`src/rtl/iir_biquad_cascade.sv`:
```
// iir_biquad_cascade: NSEC cascaded Direct-Form-I biquad sections sharing one
// multiplier-accumulator. An FSM walks through each section in order
// (5 MAC cycles, then 1 update cycle). The coefficients can be written at run
// time while the FSM is idle.
// Optional build macro: IIR_SAT_EN. When it is defined, each section output
// saturates to the DW range. When it is undefined, each section output wraps
// (two's complement) to DW bits.
module iir_biquad_cascade #(
    parameter int DW   = 18,
    parameter int CW   = 18,
    parameter int FRAC = 16,
    parameter int NSEC = 2,
    parameter int AW   = DW + CW + 4
) (
    input  logic                        clk,
    input  logic                        rst,
    input  logic [DW-1:0]               din,
    input  logic                        din_valid,
    output logic                        din_ready,
    output logic [DW-1:0]               dout,
    output logic                        dout_valid,
    input  logic                        coef_wr,
    input  logic [$clog2(5*NSEC)-1:0]   coef_addr,
    input  logic [CW-1:0]               coef_data,
    input  logic                        clr_state,
    output logic                        busy
);

    localparam int NC  = 5 * NSEC;
    localparam int CAW = $clog2(NC);
    localparam int SW  = (NSEC > 1) ? $clog2(NSEC) : 1;
    localparam int PW  = DW + CW;

    localparam logic [CAW-1:0] NC_L     = CAW'(NC);
    localparam logic [SW-1:0]  LAST_SEC = SW'(NSEC - 1);
    localparam logic [CW-1:0]  B0_ONE   = CW'(1) << FRAC;

    typedef enum logic [1:0] {S_IDLE, S_MAC, S_UPD} state_t;

    state_t                 state_q, state_d;
    logic [SW-1:0]          sec_q, sec_d;
    logic [2:0]             k_q, k_d;
    logic signed [AW-1:0]   acc_q, acc_d;
    logic signed [DW-1:0]   xin_q, xin_d;
    logic [DW-1:0]          dout_q, dout_d;
    logic                   dout_valid_q, dout_valid_d;

    // Read-side views of the per-coefficient and per-section registers
    logic signed [CW-1:0]   coef_q [NC];
    logic signed [DW-1:0]   x1_q [NSEC];
    logic signed [DW-1:0]   x2_q [NSEC];
    logic signed [DW-1:0]   y1_q [NSEC];
    logic signed [DW-1:0]   y2_q [NSEC];

    logic                   idle;
    logic                   accept;
    logic                   clr_now;
    logic                   coef_we;
    logic [CAW-1:0]         cidx;
    logic signed [CW-1:0]   coef_sel;
    logic signed [DW-1:0]   opnd;
    logic signed [PW-1:0]   prod;
    logic signed [AW-1:0]   prod_ext;
    logic signed [DW-1:0]   y_sec;

    assign idle       = (state_q == S_IDLE);
    // clr_state wins over a same-cycle sample, so the handshake is closed while it is high
    assign din_ready  = idle && !clr_state;
    assign accept     = din_valid && din_ready;
    assign clr_now    = idle && clr_state;
    assign coef_we    = coef_wr && idle && (coef_addr < NC_L);
    assign busy       = !idle;
    assign dout       = dout_q;
    assign dout_valid = dout_valid_q;

    genvar gi;

    // Coefficient registers: b0 resets to unity, so the filter starts as a passthrough
    for (gi = 0; gi < NC; gi++) begin : g_coef
        localparam logic [CW-1:0] RST_VAL = (gi % 5 == 0) ? B0_ONE : '0;
        logic [CW-1:0] c_q, c_d;

        // Take the write only when it targets this slot
        always_comb begin
            c_d = c_q;
            if (coef_we && (coef_addr == CAW'(gi))) begin
                c_d = coef_data;
            end
        end

        // Coefficient flop
        always_ff @(posedge clk) begin
            if (rst) begin
                c_q <= RST_VAL;
            end else begin
                c_q <= c_d;
            end
        end

        assign coef_q[gi] = c_q;
    end

    // Per-section delay lines, shifted in that section's update cycle
    for (gi = 0; gi < NSEC; gi++) begin : g_sec
        logic signed [DW-1:0] hx1_q, hx1_d, hx2_q, hx2_d;
        logic signed [DW-1:0] hy1_q, hy1_d, hy2_q, hy2_d;
        logic                 upd_here;

        assign upd_here = (state_q == S_UPD) && (sec_q == SW'(gi));

        // A clear, or a shift of the input and output histories for this section
        always_comb begin
            hx1_d = hx1_q;
            hx2_d = hx2_q;
            hy1_d = hy1_q;
            hy2_d = hy2_q;
            if (clr_now) begin
                hx1_d = '0;
                hx2_d = '0;
                hy1_d = '0;
                hy2_d = '0;
            end else if (upd_here) begin
                hx2_d = hx1_q;
                hx1_d = xin_q;
                hy2_d = hy1_q;
                hy1_d = y_sec;
            end
        end

        // History flops
        always_ff @(posedge clk) begin
            if (rst) begin
                hx1_q <= '0;
                hx2_q <= '0;
                hy1_q <= '0;
                hy2_q <= '0;
            end else begin
                hx1_q <= hx1_d;
                hx2_q <= hx2_d;
                hy1_q <= hy1_d;
                hy2_q <= hy2_d;
            end
        end

        assign x1_q[gi] = hx1_q;
        assign x2_q[gi] = hx2_q;
        assign y1_q[gi] = hy1_q;
        assign y2_q[gi] = hy2_q;
    end

    // Shared multiplier: k selects the term (b0*x, b1*x1, b2*x2, a1*y1, a2*y2)
    always_comb begin
        cidx     = CAW'(sec_q) * CAW'(5) + CAW'(k_q);
        coef_sel = coef_q[cidx];
        case (k_q)
            3'd0:    opnd = xin_q;
            3'd1:    opnd = x1_q[sec_q];
            3'd2:    opnd = x2_q[sec_q];
            3'd3:    opnd = y1_q[sec_q];
            default: opnd = y2_q[sec_q];
        endcase
        prod     = coef_sel * opnd;
        prod_ext = {{(AW - PW){prod[PW-1]}}, prod};
    end

`ifdef IIR_SAT_EN
    logic signed [AW-1:0] acc_shift;

    // Floor-scale the accumulator, then clamp it to the DW range when the upper bits disagree
    always_comb begin
        acc_shift = acc_q >>> FRAC;
        if ((&acc_shift[AW-1:DW-1]) || !(|acc_shift[AW-1:DW-1])) begin
            y_sec = acc_shift[DW-1:0];
        end else if (acc_shift[AW-1]) begin
            y_sec = {1'b1, {(DW - 1){1'b0}}};
        end else begin
            y_sec = {1'b0, {(DW - 1){1'b1}}};
        end
    end
`else
    // Floor-scale the accumulator and keep the low DW bits (wraparound)
    always_comb begin
        y_sec = DW'(acc_q >>> FRAC);
    end
`endif

    // Sequencer next state: accept in IDLE, five MAC steps, then update or finish
    always_comb begin
        state_d      = state_q;
        sec_d        = sec_q;
        k_d          = k_q;
        acc_d        = acc_q;
        xin_d        = xin_q;
        dout_d       = dout_q;
        dout_valid_d = 1'b0;
        case (state_q)
            S_IDLE: begin
                if (accept) begin
                    xin_d   = $signed(din);
                    sec_d   = '0;
                    k_d     = '0;
                    state_d = S_MAC;
                end
            end
            S_MAC: begin
                if (k_q == 3'd0) begin
                    acc_d = prod_ext;
                end else if (k_q < 3'd3) begin
                    acc_d = acc_q + prod_ext;
                end else begin
                    acc_d = acc_q - prod_ext;
                end
                if (k_q == 3'd4) begin
                    state_d = S_UPD;
                end else begin
                    k_d = k_q + 3'd1;
                end
            end
            S_UPD: begin
                // The section output becomes the next section's input
                xin_d = y_sec;
                if (sec_q != LAST_SEC) begin
                    sec_d   = sec_q + SW'(1);
                    k_d     = '0;
                    state_d = S_MAC;
                end else begin
                    dout_d       = y_sec;
                    dout_valid_d = 1'b1;
                    state_d      = S_IDLE;
                end
            end
            default: state_d = S_IDLE;
        endcase
    end

    // Sequencer and output registers; reset abandons any sample in flight
    always_ff @(posedge clk) begin
        if (rst) begin
            state_q      <= S_IDLE;
            sec_q        <= '0;
            k_q          <= '0;
            acc_q        <= '0;
            xin_q        <= '0;
            dout_q       <= '0;
            dout_valid_q <= 1'b0;
        end else begin
            state_q      <= state_d;
            sec_q        <= sec_d;
            k_q          <= k_d;
            acc_q        <= acc_d;
            xin_q        <= xin_d;
            dout_q       <= dout_d;
            dout_valid_q <= dout_valid_d;
        end
    end

endmodule

```
`config.mk`:
```
export PLATFORM = sky130hd
export DESIGN_NAME = iir_biquad_cascade
export DESIGN_NICKNAME = d
export VERILOG_FILES = /design/src/rtl/iir_biquad_cascade.sv
export SDC_FILE = /design/constraint.sdc
export NUM_CORES = 2
export LEC_CHECK = 0
export CAP_MARGIN = 25
export CORE_MARGIN = 2
export CORE_UTILIZATION = 50
export CTS_CLUSTER_DIAMETER = 40
export CTS_CLUSTER_SIZE = 30
export DETAILED_ROUTE_END_ITERATION = 10
export PLACE_DENSITY_LB_ADDON = 0.12
export SLEW_MARGIN = 5
export SYNTH_ARGS = -nofsm -noshare
export SYNTH_HDL_FRONTEND = slang
export SYNTH_SLANG_ARGS = --single-unit
```
`constraint.sdc`:
```
create_clock -name clk -period 21 [get_ports clk]
set_input_delay 2.1 -clock clk [delete_from_list [all_inputs] [get_ports clk]]
set_output_delay 2.1 -clock clk [all_outputs]
set_load 0.005 [all_outputs]
```
==> qor.yml <==
status: "finished, final reports clean"
drive_above_1_share: 0.0706
htree_levels: 3
avgSynthCellArea_um2: 8.28
n_fill_cell: 5671
synthTopCellsByCount: "856 x nand2_1, 406 x a21oi_1, 401 x dfxtp_1"
arrival_ns: 12.61
clock_sinks: 401
tightest_slew_ns: 1.07
syn_to_final_growth_pct: 13.3
clockRootBuffer: "clkbuf_16"
synth_top_area_share: 0.258
die-area_um2: 64200
cts_tree: "yes"
ant_nets: 0
fin_crit_sh: 0.579
cts-buffers-inserted: 72
dr.pass1.iters: 6
register_area_um2: 8030
yosysMostFrequentCell: "nand2_1"
hold_viol: 0
cts.clk_slew.worst_paths_ns: 0.06
synth_area_leaders: "dfxtp_1 26%, fa_1 20%, nand2_1 10%"
syn-num-nets: 4247
cp-end-kind: "flop"
cts-resized-gates: 0
ys.flop_type: "dfxtp_1"
fmax_mhz: 82.2
rsz0062_at_grt: "false"
relSlewSlack: 0.282
grt_usage: 0.281
drc: 0
p_leak_nw: 14.0
vias_per_cell: 5.57
initial_core_util: 0.505
ys_ff_latch: 401
portBuffers: 65
fin_crit_ns: 12.16
startpoint_type: "flop"
fp.coreArea_um2: 61600
dpl_worst_slack_ns: 9.00
place_congestion: 0.868
fin_nets: 4221
multi_input_area_um2: 20900
hold_path.class: "flop to flop"
finalSetupViolations: 0
die_y_um: 253
ys_types: 77
drt-total-wl_mm: 88.8
syn-instance-count: 3754
first_iter_violations: 1757
cp_max_fo: 37
clk_latency_ns: 0.64
ir_drop_mv: 0.0649
max-clock-path-buffers: 3
ys_seq_area_frac: 0.258
grt_max_degree: 98
slowest_delay_ns: 0.67
cts_setup_buffers: 0
final.setup.worst_slack_ns: 8.84
cts_hold_buffers: 0
cp_slowest_cell: "a2111oi_0"
clock_skew_ns: 0.0535
critPathKind: "flop to flop"
ys_warn_count: 0
cp_common_cell: "inv_1"
antenna_found_initial: 2
maxSlewViolCount: 0
cap_violations: 0
rrSetupSlack_ns: 8.84
place_hpwl_mm: 62.4
setup_tns_ns: 0
powerDensity_nw_per_um2: 72.7
wl_per_cell_um: 19.2
syn_area_um2: 31100
yosys.area.top_type: "dfxtp_1"
ioPinCount: 66
overflow: 0
grt_pass1_wl_mm: 142
synth-edff-count: 0
grt_pass1_vias: 25500
vias: 25700
row_count: 91
critPathRequiredTime_ns: 21.44
die_x_um: 253
synthArstFlopShare: 0
[metrics by stage]
step | power, mW | hold slack, ns | instances | utilization | cell area, µm²
global placement | 1.30 | 0.440 | 4488 | 0.528 | 32500
CTS | 2.57 | 0.450 | 4619 | 0.571 | 35200
global route | 2.66 | 0.462 | 4620 | 0.572 | 35200
finish | 2.56 | 0.450 | 4621 | 0.572 | 35200
detailed placement | 1.31 | 0.443 | 4490 | 0.528 | 32600
floorplan | 1.17 | 0.433 | 3754 | - | 31100
[power breakdown]
| group | internal, mW | switching [mW] |
|---|---|---|
| logic | 0.196 | 0.313 |
| clock network | 0.814 | 0.449 |
| registers | 0.773 | 0.0148 |
[layer usage]
metal	up-vias	routed length, µm	global-route usage
met5	-	0	0
met2	720	42200	0.466
met1	12600	39300	0.381
met4	0	2770	0.0904
li1	12200	-	-
met3	179	4530	0.0377
[critical path, delay by kind of cell, from the launching register on]
kind,cells,cell delay (ns)
fa+ha+maj,8,3.35
compound gates,12,3.33
simple gates,10,2.55
buf+inv,8,1.38
flops,1,0.66
mux,2,0.34
xor+xnor,2,0.32
[layout make-up]
cell class,count,area share
Tap cell,837,0.0297
Inverter,393,0.0419
Multi-Input combinational cell,2737,0.593
Sequential cell,401,0.228
Clock inverter,51,0.0229
Timing Repair Buffer,123,0.0321
Clock buffer,78,0.0524
Antenna cell,1,0.0000710
[logic make-up (layout without fill, tap and decap cells)]
family                     Yosys count  in the layout  synth area share
AOI/OAI and AO/OA                  721            721             0.138
buffers and inverters              616            645            0.0748
muxes                              162            162            0.0668
adders and majority gates          448            448             0.257
other                                0              1                 0
and+or+nand+nor                   1309           1309             0.178
DFF                                401            401             0.258
xor gates and xnor gates            97             97            0.0273
[final timing paths]
path / startpoint / end / depth (start not counted)
max: sec_q$_SDFFE_PP0P_ / acc_q[33]$_SDFFE_PP0P_ / 42
min: g_coef[3].c_q[1]$_SDFFE_PP0P_ / g_coef[3].c_q[1]$_SDFFE_PP0P_ / 2
max reg2reg: sec_q$_SDFFE_PP0P_ / acc_q[33]$_SDFFE_PP0P_ / 42
min reg2reg: g_coef[3].c_q[1]$_SDFFE_PP0P_ / g_coef[3].c_q[1]$_SDFFE_PP0P_ / 2
[state kept, by name, indices dropped and copies added, names as in the netlist]
name	count
state_q	2
g_sec.hx2_q	36
g_coef.c_q	180
g_sec.hx1_q	36
g_sec.hy2_q	36
k_q	3
sec_q	1
xin_q	18
acc_q	34
g_sec.hy1_q	36
dout	18
dout_valid	1
[cells in the final DEF, fill, tap and decap left out, types with 15 or more instances in the layout]
cell type / instances
nand2_1: 855
a21oi_1: 405
dfxtp_1: 400
inv_1: 393
fa_1: 316
nor2_1: 198
ha_1: 131
mux2i_1: 123
clkbuf_16: 72
xnor2_1: 67
clkdlybuf4s50_1: 64
o21ai_0: 62
buf_4: 55
and2_1: 54
nor2b_1: 53
a211oi_1: 43
nand2b_1: 38
mux4_2: 36
xor2_1: 29
a21o_1: 28
o22ai_1: 24
a221oi_1: 21
nor3_1: 21
nand3_1: 18
o21ai_1: 15
a311oi_1: 15
(Power assumes the default switching activity.)
